[src/rtl/gray_conv_arbiter.sv]
// rtl/gray_conv_arbiter.sv - two-requester round-robin binary-to-Gray converter
//
// Purpose:
//   Two requesters share one binary-to-Gray conversion path. Round-robin
//   arbitration picks the requester, and the result is held in a single
//   output register until the consumer takes it (valid/ready handshake).
//
// Ports:
//   clk         in   rising-edge clock
//   rst         in   asynchronous active-high reset
//   req0/bin0   in   requester 0 request and binary word
//   gnt0        out  requester 0 accepted this cycle (combinational)
//   req1/bin1   in   requester 1 request and binary word
//   gnt1        out  requester 1 accepted this cycle (combinational)
//   gray_out    out  registered Gray result
//   gray_id     out  requester that produced gray_out
//   gray_valid  out  gray_out/gray_id hold a result
//   out_ready   in   consumer takes gray_out this cycle

module gray_conv_arbiter #(
  parameter int WIDTH = 4
) (
  input  logic             clk,
  input  logic             rst,
  input  logic             req0,
  input  logic [WIDTH-1:0] bin0,
  output logic             gnt0,
  input  logic             req1,
  input  logic [WIDTH-1:0] bin1,
  output logic             gnt1,
  output logic [WIDTH-1:0] gray_out,
  output logic             gray_id,
  output logic             gray_valid,
  input  logic             out_ready
);

  // rr_ptr names the requester that wins when both request together.
  logic             rr_ptr;
  logic             can_accept;
  logic [WIDTH-1:0] gray0;
  logic [WIDTH-1:0] gray1;

  function automatic logic [WIDTH-1:0] to_gray(input logic [WIDTH-1:0] b);
    return b ^ (b >> 1);
  endfunction

  assign gray0 = to_gray(bin0);
  assign gray1 = to_gray(bin1);

  // One output slot and no skid buffer: a new word may enter only when the
  // slot is empty or is being drained in this same cycle.
  assign can_accept = !gray_valid || out_ready;

  // Grants are gated by rst so nothing is accepted while reset is held,
  // even though the registers already read as cleared.
  always_comb begin
    gnt0 = 1'b0;
    gnt1 = 1'b0;
    if (!rst && can_accept) begin
      if (req0 && req1) begin
        gnt0 = (rr_ptr == 1'b0);
        gnt1 = (rr_ptr == 1'b1);
      end else begin
        gnt0 = req0;
        gnt1 = req1;
      end
    end
  end

  always_ff @(posedge clk or posedge rst) begin
    if (rst) begin
      rr_ptr <= 1'b0;
    end else if (gnt0) begin
      rr_ptr <= 1'b1;
    end else if (gnt1) begin
      rr_ptr <= 1'b0;
    end
  end

  // A grant in the same cycle as a drain replaces the output back-to-back,
  // so gray_valid stays high at full throughput.
  always_ff @(posedge clk or posedge rst) begin
    if (rst) begin
      gray_out   <= '0;
      gray_id    <= 1'b0;
      gray_valid <= 1'b0;
    end else if (gnt0) begin
      gray_out   <= gray0;
      gray_id    <= 1'b0;
      gray_valid <= 1'b1;
    end else if (gnt1) begin
      gray_out   <= gray1;
      gray_id    <= 1'b1;
      gray_valid <= 1'b1;
    end else if (out_ready) begin
      gray_valid <= 1'b0;
    end
  end

endmodule

[config.mk]
export PLATFORM = sky130hd
export DESIGN_NAME = gray_conv_arbiter
export DESIGN_NICKNAME = d
export VERILOG_FILES = /design/src/rtl/gray_conv_arbiter.sv
export SDC_FILE = /design/constraint.sdc
export NUM_CORES = 1
export LEC_CHECK = 0
export ABC_AREA = 0
export ABC_CLOCK_PERIOD_IN_PS = 1800
export CAP_MARGIN = 20
export CELL_PAD_IN_SITES_DETAIL_PLACEMENT = 1
export CELL_PAD_IN_SITES_GLOBAL_PLACEMENT = 2
export CORE_MARGIN = 2
export CORE_UTILIZATION = 22
export DETAILED_ROUTE_END_ITERATION = 10
export PLACE_DENSITY_LB_ADDON = 0.1
export SYNTH_ARGS = -nofsm -noshare
export SYNTH_HDL_FRONTEND = slang
export SYNTH_SLANG_ARGS = --single-unit
[constraint.sdc]
create_clock -name clk -period 1.8 [get_ports clk]
set_clock_uncertainty 0.05 [all_clocks]
set_input_delay 0.27 -clock clk [delete_from_list [all_inputs] [get_ports clk]]
set_output_delay 0.27 -clock clk [all_outputs]
set_load 0.05 [all_outputs]
* Yosys cells after proc, flatten, opt, wreduce, memory -nomap -nowiden *
Index checks and enable logic that the tools add are counted.

storage, ports and cells
  register bits after elaboration = 7
  input port bits = 13

cells by class
  reductions and logical operators = 7
  bitwise operators = 3
  mux-type cells = 13

operator list
  cell                        number
  two-way mux 1 bit           11
  two-way mux 4 bit           2
  bitwise XOR 4 x 3 -> 4 bit  2
  nonzero test 3 bit          1
  logical AND 1 bit           2
  logical NOT 1 bit           2
  nonzero test 2 bit          1
  logical OR 1 bit            1
  NOT 1 bit                   1

* Longest topological paths before layout *
Gate-level depths: netlist (run 1).

  depth in word-level cells = 6
  gate-level depth with buffers = 5

* Worst setup path before layout (run 1) *
No wires, ideal clock.

  path type = reg-to-reg
  start point = register gray_valid
  end point = register gray_id
  slack = -585 ps
  data required time = 1567 ps
  data arrival time = 2152 ps
  cell stages (with the launch flop) = 5
  cell sequence = dfrtp_1 > nor2b_4 > buf_6 > nor3_1 > nor2_1

on the way
  longest elaborated chain between the ends = 5
  elaborated cells between the ends (all ways) = 7

ends and longest elaborated chain
  item                                                     line  source
  start: declaration                                       33    output logic gray_valid,
  start signal: assignment                                 86    gray_valid <= 1'b0;
  start signal: assignment                                 90    gray_valid <= 1'b1;
  start signal: assignment                                 94    gray_valid <= 1'b1;
  logical NOT 1 bit (*)                                    52    assign can_accept = !gray_valid || out_ready;
  logical OR 1 bit (*)                                     52
  logical AND 1 bit (*)                                    59    if (!rst && can_accept) begin
  two-way mux 1 bit (*)                                    59
  net gnt0                                                 27    output logic gnt0,
  two-way mux 1 bit or nonzero test 2 bit (tied branches)  n/a
  end signal: assignment                                   85    gray_id <= 1'b0;
  end signal: assignment                                   89    gray_id <= 1'b0;
  end signal: assignment                                   93    gray_id <= 1'b1;
  end: declaration                                         32    output logic gray_id,

Mark *: on every way through the listed nets, which the timed path passes. The rest lies on a longest branch.
A chain may end at the register's enable or synchronous reset.

* Worst setup path in the final report (run 1) *
  start point = input port rst
  end point = output port gnt0

on the way
  longest elaborated chain between the ends = 3

ends and longest elaborated chain
  item                         line  source
  start: declaration           24    input logic rst,
  logical NOT 1 bit (no line)  n/a
  logical AND 1 bit            59
  two-way mux 1 bit            59
  end: declaration             27

Every way passes these cells.

==> summary.log, run 1 <==
[clocking] Longest Clk Path Bufs 2
[clocking] cts hold-fix bufs 0
[logic_synthesis] Synth cell types 21
[power_and_ir_drop] post-route total power 676 µW
[die] core area 0.00192 mm²
[sta] Setup TNS 0 ns
[clocking] latest clock arrival within the worst-skew pair 0.25 ns
[clocking] Clock Sinks 7
[global_routing] initial antenna violation count 0
[worst_setup_path] element type at the critical path end primary output
[worst_setup_path] CP Class input pin to primary output
[sta] setup repair after global routing missed its margin no
[global_routing] wire length of the first global-routing pass 2400 µm
[drt] total DRC errors in the routed layout 0
[logic_synthesis] register bit count reported by yosys 7
[logic_synthesis] count of yosys warnings during synthesis 0
[cells_and_area] Area growth, synth to finish 80.5%
[die] full die area 0.00239 mm²
[power_and_ir_drop] power per standard cell area 845 mW/mm²
[die] number of top-level pins 21
[clocking] Inserted Clock Buffers 3
[sta] worst-margin pin slew 0.287 ns
[sta] post-route clock period utilization 97.4%
[die] number of core rows 16
[clocking] master cell of the clock root buffer sky130_fd_sc_hd__clkbuf_4
[worst_setup_path] CP Data Required Time 1.48 ns
[drt] via count 481
[drt] vias per cell 4.58
[drt] average routed wire per standard cell 13.3 µm
[cells_and_area] antenna diode count 0
[place] Worst Setup Slack post-DPL -0.0512 ns
[flow_run] Max Cap Viol 0
[place] # port buffers 20
[worst_setup_path] beginning of the critical path rst
[drt] Detailed Routing Iterations Pass 1 4
[cells_and_area] fraction of layout cells with a size suffix above 1 37.2%
[sta] total setup violations reported at the end of the flow 0
[worst_setup_path] largest fanout of any net on the critical path 5
[place] global placer's final weighted congestion 0.663
[drt] antenna-violating nets left 0
[clocking] H-Tree Level Count 1
[global_routing] overall global routing resource usage 13.4%
[power_and_ir_drop] P_leak 0.362 nW
[logic_synthesis] Syn Inst Count 44
[worst_setup_path] worst-case register-to-register setup slack 0.29 ns
[logic_synthesis] Post-Syn Nets 57
[logic_synthesis] summed instance area of the synthesized netlist 443 µm²
[die] initial core utilization 23.0%
[sta] final slew viol count 0
[die] Die X-Extent 48.9 µm
[sta] Final WS setup 0.0475 ns
[drt] Total Routed Length 1400 µm
[worst_setup_path] critical path capture point gnt0
[clocking] TritonCTS clock tree yes
[worst_setup_path] reg-to-reg endpoint gray_out[1]
[global_routing] total global routing overflow 0
[logic_synthesis] proportion of synthesized chip area in sequential cells 39.5%
[sta] number of endpoints with negative hold slack in the final report 0
[place] HPWL Detailed 1200 µm
[worst_setup_path] worst reg-to-reg path cell count 4
[worst_setup_path] crit path DAT 1.43 ns
[drt] violation count after the first detailed-routing iteration 5
[logic_synthesis] leading area contributor after synthesis sky130_fd_sc_hd__dfrtp_1
[cells_and_area] post-layout net count 92
[worst_setup_path] Critical R2R Launch gray_valid
[logic_synthesis] fraction of post-synthesis cell area in the top cell type by area 39.5%
[run_status] status completed
[logic_synthesis] mean instance size in the synthesized netlist 10.1 µm²
[power_and_ir_drop] maximum vdd drop 371 µV
[sta] post-route minimum period 1.75 ns
[sta] Max transition margin 80.8%
[global_routing] maximum number of pins on one net before global-route repair 8
[logic_synthesis] most area-consuming cells after synthesis sky130_fd_sc_hd__dfrtp_1 40%, sky130_fd_sc_hd__xor2_1 12%, sky130_fd_sc_hd__o31ai_1 10%
[die] Die Ht 48.9 µm
[sta] maximum clock frequency 571 MHz
[global_routing] vias in the first global route 517
[clocking] clock input transition at the sequential cells of the worst setup and hold paths 0.06 ns
[hold_path] class of the tightest hold or removal check register to register
[worst_setup_path] startpoint type of the worst setup path input pin
-- flip-flops by register name, indices dropped and copies added (netlist names) --
signal and cells:
gray_id 1, gray_out 4, gray_valid 1, rr_ptr 1
-- how the worst min path moves through the flow --
| stage | startpoint | end | slack (ns) | cells after the start |
|---|---|---|---|---|
| global placement | gray_id | gray_id | 0.43 | 2 |
| floorplan | rst | gray_id | 0.30 | 2 |
| CTS | gray_out[2] | gray_out[2] | 0.47 | 2 |
| detailed placement | gray_out[3] | gray_out[3] | 0.46 | 1 |
| finish | gray_out[2] | gray_out[2] | 0.47 | 2 |
| global route | gray_out[3] | gray_out[3] | 0.50 | 1 |
-- Yosys cell counts --
master,instances
sky130_fd_sc_hd__a21bo_2,1
sky130_fd_sc_hd__a21boi_1,1
sky130_fd_sc_hd__a21o_1,1
sky130_fd_sc_hd__a221o_1,1
sky130_fd_sc_hd__a31oi_1,4
sky130_fd_sc_hd__and4_1,1
sky130_fd_sc_hd__buf_2,1
sky130_fd_sc_hd__buf_6,1
sky130_fd_sc_hd__clkbuf_1,1
sky130_fd_sc_hd__dfrtp_1,7
sky130_fd_sc_hd__inv_1,2
sky130_fd_sc_hd__nand2_1,1
sky130_fd_sc_hd__nor2_1,2
sky130_fd_sc_hd__nor2b_4,1
sky130_fd_sc_hd__nor3_1,1
sky130_fd_sc_hd__nor4_1,3
sky130_fd_sc_hd__o2111a_1,1
sky130_fd_sc_hd__o31ai_1,6
sky130_fd_sc_hd__or2b_1,1
sky130_fd_sc_hd__or3_1,1
sky130_fd_sc_hd__xor2_1,6
-- layer usage --
layer / vias up / share of wire (%) / track usage, % / wire [µm]
met4: 0 / 0.93 / 7.14 / 13
met3: 2 / 5.8 / 3.68 / 81
met2: 16 / 49 / 20.3 / 684
met1: 224 / 44 / 17.3 / 617
met5: - / 0 / 0 / 0
li1: 239 / - / - / -
-- cell usage in the layout, fill, tap and decap left out --
cell,n
sky130_fd_sc_hd__a21bo_2,1
sky130_fd_sc_hd__dfrtp_1,6
sky130_fd_sc_hd__or2b_1,1
sky130_fd_sc_hd__xor2_1,6
sky130_fd_sc_hd__a31oi_1,4
sky130_fd_sc_hd__clkbuf_4,3
sky130_fd_sc_hd__nor2_1,2
sky130_fd_sc_hd__nor3_4,1
sky130_fd_sc_hd__clkbuf_1,1
sky130_fd_sc_hd__nand2_1,1
sky130_fd_sc_hd__inv_1,2
sky130_fd_sc_hd__nor2b_4,1
sky130_fd_sc_hd__a21boi_1,1
sky130_fd_sc_hd__buf_4,19
sky130_fd_sc_hd__a221o_1,1
sky130_fd_sc_hd__or3_1,1
sky130_fd_sc_hd__o2111a_2,1
sky130_fd_sc_hd__dfrtp_2,1
sky130_fd_sc_hd__a21o_1,1
sky130_fd_sc_hd__buf_12,2
sky130_fd_sc_hd__clkdlybuf4s50_1,12
sky130_fd_sc_hd__nor4_1,3
sky130_fd_sc_hd__o31ai_1,6
sky130_fd_sc_hd__and4_1,1
-- cell type report --
class	count	area [µm²]
fill	238	1120
clock buffer	4	26.3
multi-input combinational	32	253
tap	27	33.8
sequential	7	176
timing repair buffer	33	303
inverter	2	7.51
-- repair_timing --
| action | 4_1_cts | 5_1_grt |
|---|---|---|
| endpoints found under the setup margin | 0 | 1 |
| setup buffers | 0 | 0 |
| resized for setup | 0 | 1 |
-- power by group --
group,internal [mW],leakage (nW),switching [mW],total (mW)
clock network,0.0850,0.0150,0.0647,0.150
logic,0.131,0.263,0.187,0.318
registers,0.188,0.0838,0.0197,0.208
total,0.405,0.362,0.271,0.676
-- cell families after synthesis --
family / Yosys count / share of synthesized area, %
AO/OA/AOI/OAI: 15 / 26.3
XOR/XNOR: 6 / 11.9
buffers and inverters: 5 / 6.21
flip-flops: 7 / 39.5
AND/OR/NAND/NOR: 11 / 16.1
-- worst max-delay path: stages --
cell and delay, ns:
sky130_fd_sc_hd__clkdlybuf4s50_1 0.43, sky130_fd_sc_hd__buf_4 0.16, sky130_fd_sc_hd__buf_4 0.15, sky130_fd_sc_hd__nor3_4 0.24, sky130_fd_sc_hd__buf_12 0.17
-- stage by stage --
stage	area [µm²]	utilization (%)	hold WS, ns	std cells
global placement	772	40.2	0.433	101
global route	800	41.6	0.496	105
floorplan	455	-	0.299	44
finish	800	41.6	0.468	105
detailed placement	772	40.2	0.462	101
CTS	798	41.5	0.474	105
No activity file was read; power rests on OpenSTA's default activity.
==> run 2, diff against run 1 <==
CELL_PAD_IN_SITES_GLOBAL_PLACEMENT = 1   (was 2)
CORE_UTILIZATION = 28   (was 22)
==> run 2 against run 1 <==
  * Clock power barely moved
  * Global-route usage increased by 1.9 points
  * Die area down 20%
  * Via count shrank 4.0%
  * Final cell count decreased by 13%
==> summary.log, run 2 (synthesis results as in run 1) <==
[worst_setup_path] CP Class input pin to primary output
[drt] Total Routed Length 1230 µm [-12%]
[die] full die area 0.00192 mm² [-20%]
[clocking] clock input transition at the sequential cells of the worst setup and hold paths 0.06 ns [about the same]
[drt] via count 462 [-4.0%]
[cells_and_area] top library cells by usage in the layout, fill and taps aside 16 x sky130_fd_sc_hd__buf_4, 12 x sky130_fd_sc_hd__clkdlybuf4s50_1, 6 x sky130_fd_sc_hd__xor2_1, 6 x sky130_fd_sc_hd__o31ai_1, 6 x sky130_fd_sc_hd__dfrtp_1
[drt] Detailed Routing Iterations Pass 1 4 [unchanged]
[cells_and_area] Final Non-Filler Cells 91 [-13%]
[global_routing] overall global routing resource usage 15.3% [+1.9 points]
[place] global placer's final weighted congestion 0.718 [+8.3%]
[die] number of core rows 14 [-2]
[worst_setup_path] CP Data Required Time 1.48 ns [about the same]
[cells_and_area] largest register by flop count gray_out
[global_routing] initial antenna violation count 0 [unchanged]
[global_routing] vias in the first global route 489 [-5.4%]
[worst_setup_path] Critical R2R Launch gray_valid
[sta] post-route minimum period 1.73 ns [-0.0192 ns]
[place] HPWL Detailed 1020 µm [-14%]
[sta] worst-margin pin slew 0.306 ns [+0.0192 ns]
[power_and_ir_drop] P_leak 0.348 nW [-3.8%]
[power_and_ir_drop] P_sw 267 µW [-1.4%]
[drt] violation count after the first detailed-routing iteration 7 [+2]
[worst_setup_path] cell-by-cell listing of the critical path clkdlybuf4s50_1 > a21bo_2 > nor3_4 > buf_12
[worst_setup_path] worst reg-to-reg path cell count 4 [unchanged]
[power_and_ir_drop] clock share of power 23.0% [+0.8 points]
[global_routing] wire length of the first global-routing pass 2120 µm [-12%]
[worst_setup_path] element type at the critical path end primary output
[power_and_ir_drop] internal cell power 399 µW [-1.4%]
[clocking] H-Tree Level Count 1 [unchanged]
[worst_setup_path] highest cell delay on the worst timing path 0.51 ns [+0.08 ns]
[sta] Setup TNS 0 ns [unchanged]
[run_status] status completed
[worst_setup_path] startpoint type of the worst setup path input pin
[worst_setup_path] beginning of the critical path req0
[global_routing] maximum number of pins on one net before global-route repair 8 [unchanged]
[worst_setup_path] Buf+Inv Stages, Crit Path 2 [-2]
[drt] average routed wire per standard cell 13.5 µm [+1.3%]
[worst_setup_path] critical path capture point gnt0
[die] Die Ht 43.8 µm [-10%]
[sta] post-route clock period utilization 96.3% [-1.1 points]
[clocking] master cell of the clock root buffer sky130_fd_sc_hd__clkbuf_4
[place] Placed Instances 87 [-14%]
[cells_and_area] number of flip-flops under the largest register name 4 [unchanged]
[cells_and_area] antenna diode count 0 [unchanged]
[worst_setup_path] reg-to-reg endpoint gray_out[1]
[worst_setup_path] dominant delay contributor by cell family on the critical path buffers and inverters
[clocking] buffers inserted during post-CTS setup optimization 0 [unchanged]
[power_and_ir_drop] power share of the combinational group 46.2% [-0.9 points]
[worst_setup_path] largest fanout of any net on the critical path 4 [-1]
[sta] setup repair after global routing missed its margin no
[worst_setup_path] WP depth 4 [-1]
[clocking] Longest Clk Path Bufs 2 [unchanged]
[place] # port buffers 20 [unchanged]
[worst_setup_path] worst-case register-to-register setup slack 0.34 ns [+0.05 ns]
[die] initial core utilization 29.7% [+6.7 points]
[sta] Max transition margin 79.5% [-1.3 points]
[sta] total setup violations reported at the end of the flow 0 [unchanged]
[clocking] Inserted Clock Buffers 3 [unchanged]
[die] number of top-level pins 21 [unchanged]
[worst_setup_path] standard cell with the maximum stage delay on the critical path sky130_fd_sc_hd__clkdlybuf4s50_1
[sta] number of endpoints with negative hold slack in the final report 0 [unchanged]
[power_and_ir_drop] power per standard cell area 873 mW/mm² [+3.3%]
[sta] maximum clock frequency 577 MHz [+1.1%]
[cells_and_area] fraction of layout cells with a size suffix above 1 34.7% [-2.5 points]
[global_routing] total global routing overflow 0 [unchanged]
[hold_path] class of the tightest hold or removal check register to register
[power_and_ir_drop] maximum vdd drop 406 µV [+9.5%]
[drt] antenna-violating nets left 0 [unchanged]
[drt] vias per cell 5.08 [+11%]
[sta] final slew viol count 0 [unchanged]
[clocking] Clock Sinks 7 [unchanged]
[worst_setup_path] crit path DAT 1.41 ns [-0.02 ns]
[flow_run] Max Cap Viol 0 [unchanged]
[power_and_ir_drop] share of total power in sequential cells 30.8% [about the same]
[clocking] TritonCTS clock tree yes
[clocking] latest clock arrival within the worst-skew pair 0.26 ns [about the same]
[cells_and_area] Area growth, synth to finish 72.3%
[cells_and_area] post-layout net count 89 [-3.3%]
[power_and_ir_drop] switch share 40.1% [about the same]
[cells_and_area] leading cell type in the layout, fill and taps excluded sky130_fd_sc_hd__buf_4
[die] Die X-Extent 43.8 µm [-10%]
[die] core area 0.00149 mm² [-23%]
[drt] total DRC errors in the routed layout 0 [unchanged]
==> run 2: repair_timing <==
action,CTS,global route
resized for setup,0,1
setup endpoints to repair,0,1
hold buffers,0,0
==> run 2: cell type report <==
cell class	count	area (µm²)
multi-input combinational	32	253
inverter	2	7.51
sequential	7	176
clock buffer	4	26.3
timing repair buffer	30	280
fill	177	726
tap	16	20.0
==> run 2: worst min path at each step <==
stage / end / slack [ns] / cells past startpoint / startpoint
6_report: gray_out[2] / 0.44 / 2 / gray_out[2]
3_3_place_gp: gray_out[1] / 0.44 / 2 / gray_out[1]
5_1_grt: gray_out[1] / 0.50 / 2 / gray_out[1]
3_5_place_dp: gray_out[2] / 0.44 / 2 / gray_out[2]
2_1_floorplan: gray_id / 0.30 / 2 / rst
4_1_cts: gray_out[2] / 0.45 / 2 / gray_out[2]
==> run 2: metrics by stage <==
step           power (mW)  hold slack, ns  util [%]  setup slack, ns  instance area [µm²]
2_1_floorplan       0.394           0.299         -           0.0448                  455
3_3_place_gp        0.517           0.439      49.4           0.0164                  736
3_5_place_dp        0.518           0.438      49.4           0.0343                  736
4_1_cts             0.675           0.450      51.2           0.0398                  762
5_1_grt             0.706           0.499      51.3           0.0255                  763
6_report            0.666           0.444      51.3           0.0667                  763
==> run 2: power groups by stage <==
stage / logic [mW] / clock network, mW / registers [mW]
4_1_cts: 0.311 / 0.158 / 0.206
5_1_grt: 0.328 / 0.167 / 0.211
6_report: 0.308 / 0.153 / 0.206
2_1_floorplan: 0.0935 / 0 / 0.301
3_3_place_gp: 0.307 / 0 / 0.209
3_5_place_dp: 0.310 / 0 / 0.209
==> run 2: worst reg2reg max path, stage by stage (launching register included) <==
cell and delay (ns):
sky130_fd_sc_hd__dfrtp_2 0.40, sky130_fd_sc_hd__nor2b_4 0.13, sky130_fd_sc_hd__or3_1 0.39, sky130_fd_sc_hd__buf_4 0.17, sky130_fd_sc_hd__o31ai_1 0.22
==> run 2: metal layers <==
| metal | vias to the layer above | global-route usage [%] | wire, µm |
|---|---|---|---|
| met5 | - | 0 | 0 |
| met2 | 18 | 25.6 | 633 |
| met3 | 2 | 3.75 | 74 |
| met1 | 214 | 18.2 | 507 |
| met4 | 0 | 7.27 | 10 |
| li1 | 228 | - | - |
==> run 3, diff against run 2 <==
CTS_CLUSTER_SIZE = 40   (was unset)
HOLD_SLACK_MARGIN = 0.03   (was unset)
==> results of run 3 <==
No change in the layout: final DEF, timing and power equal those of run 2.
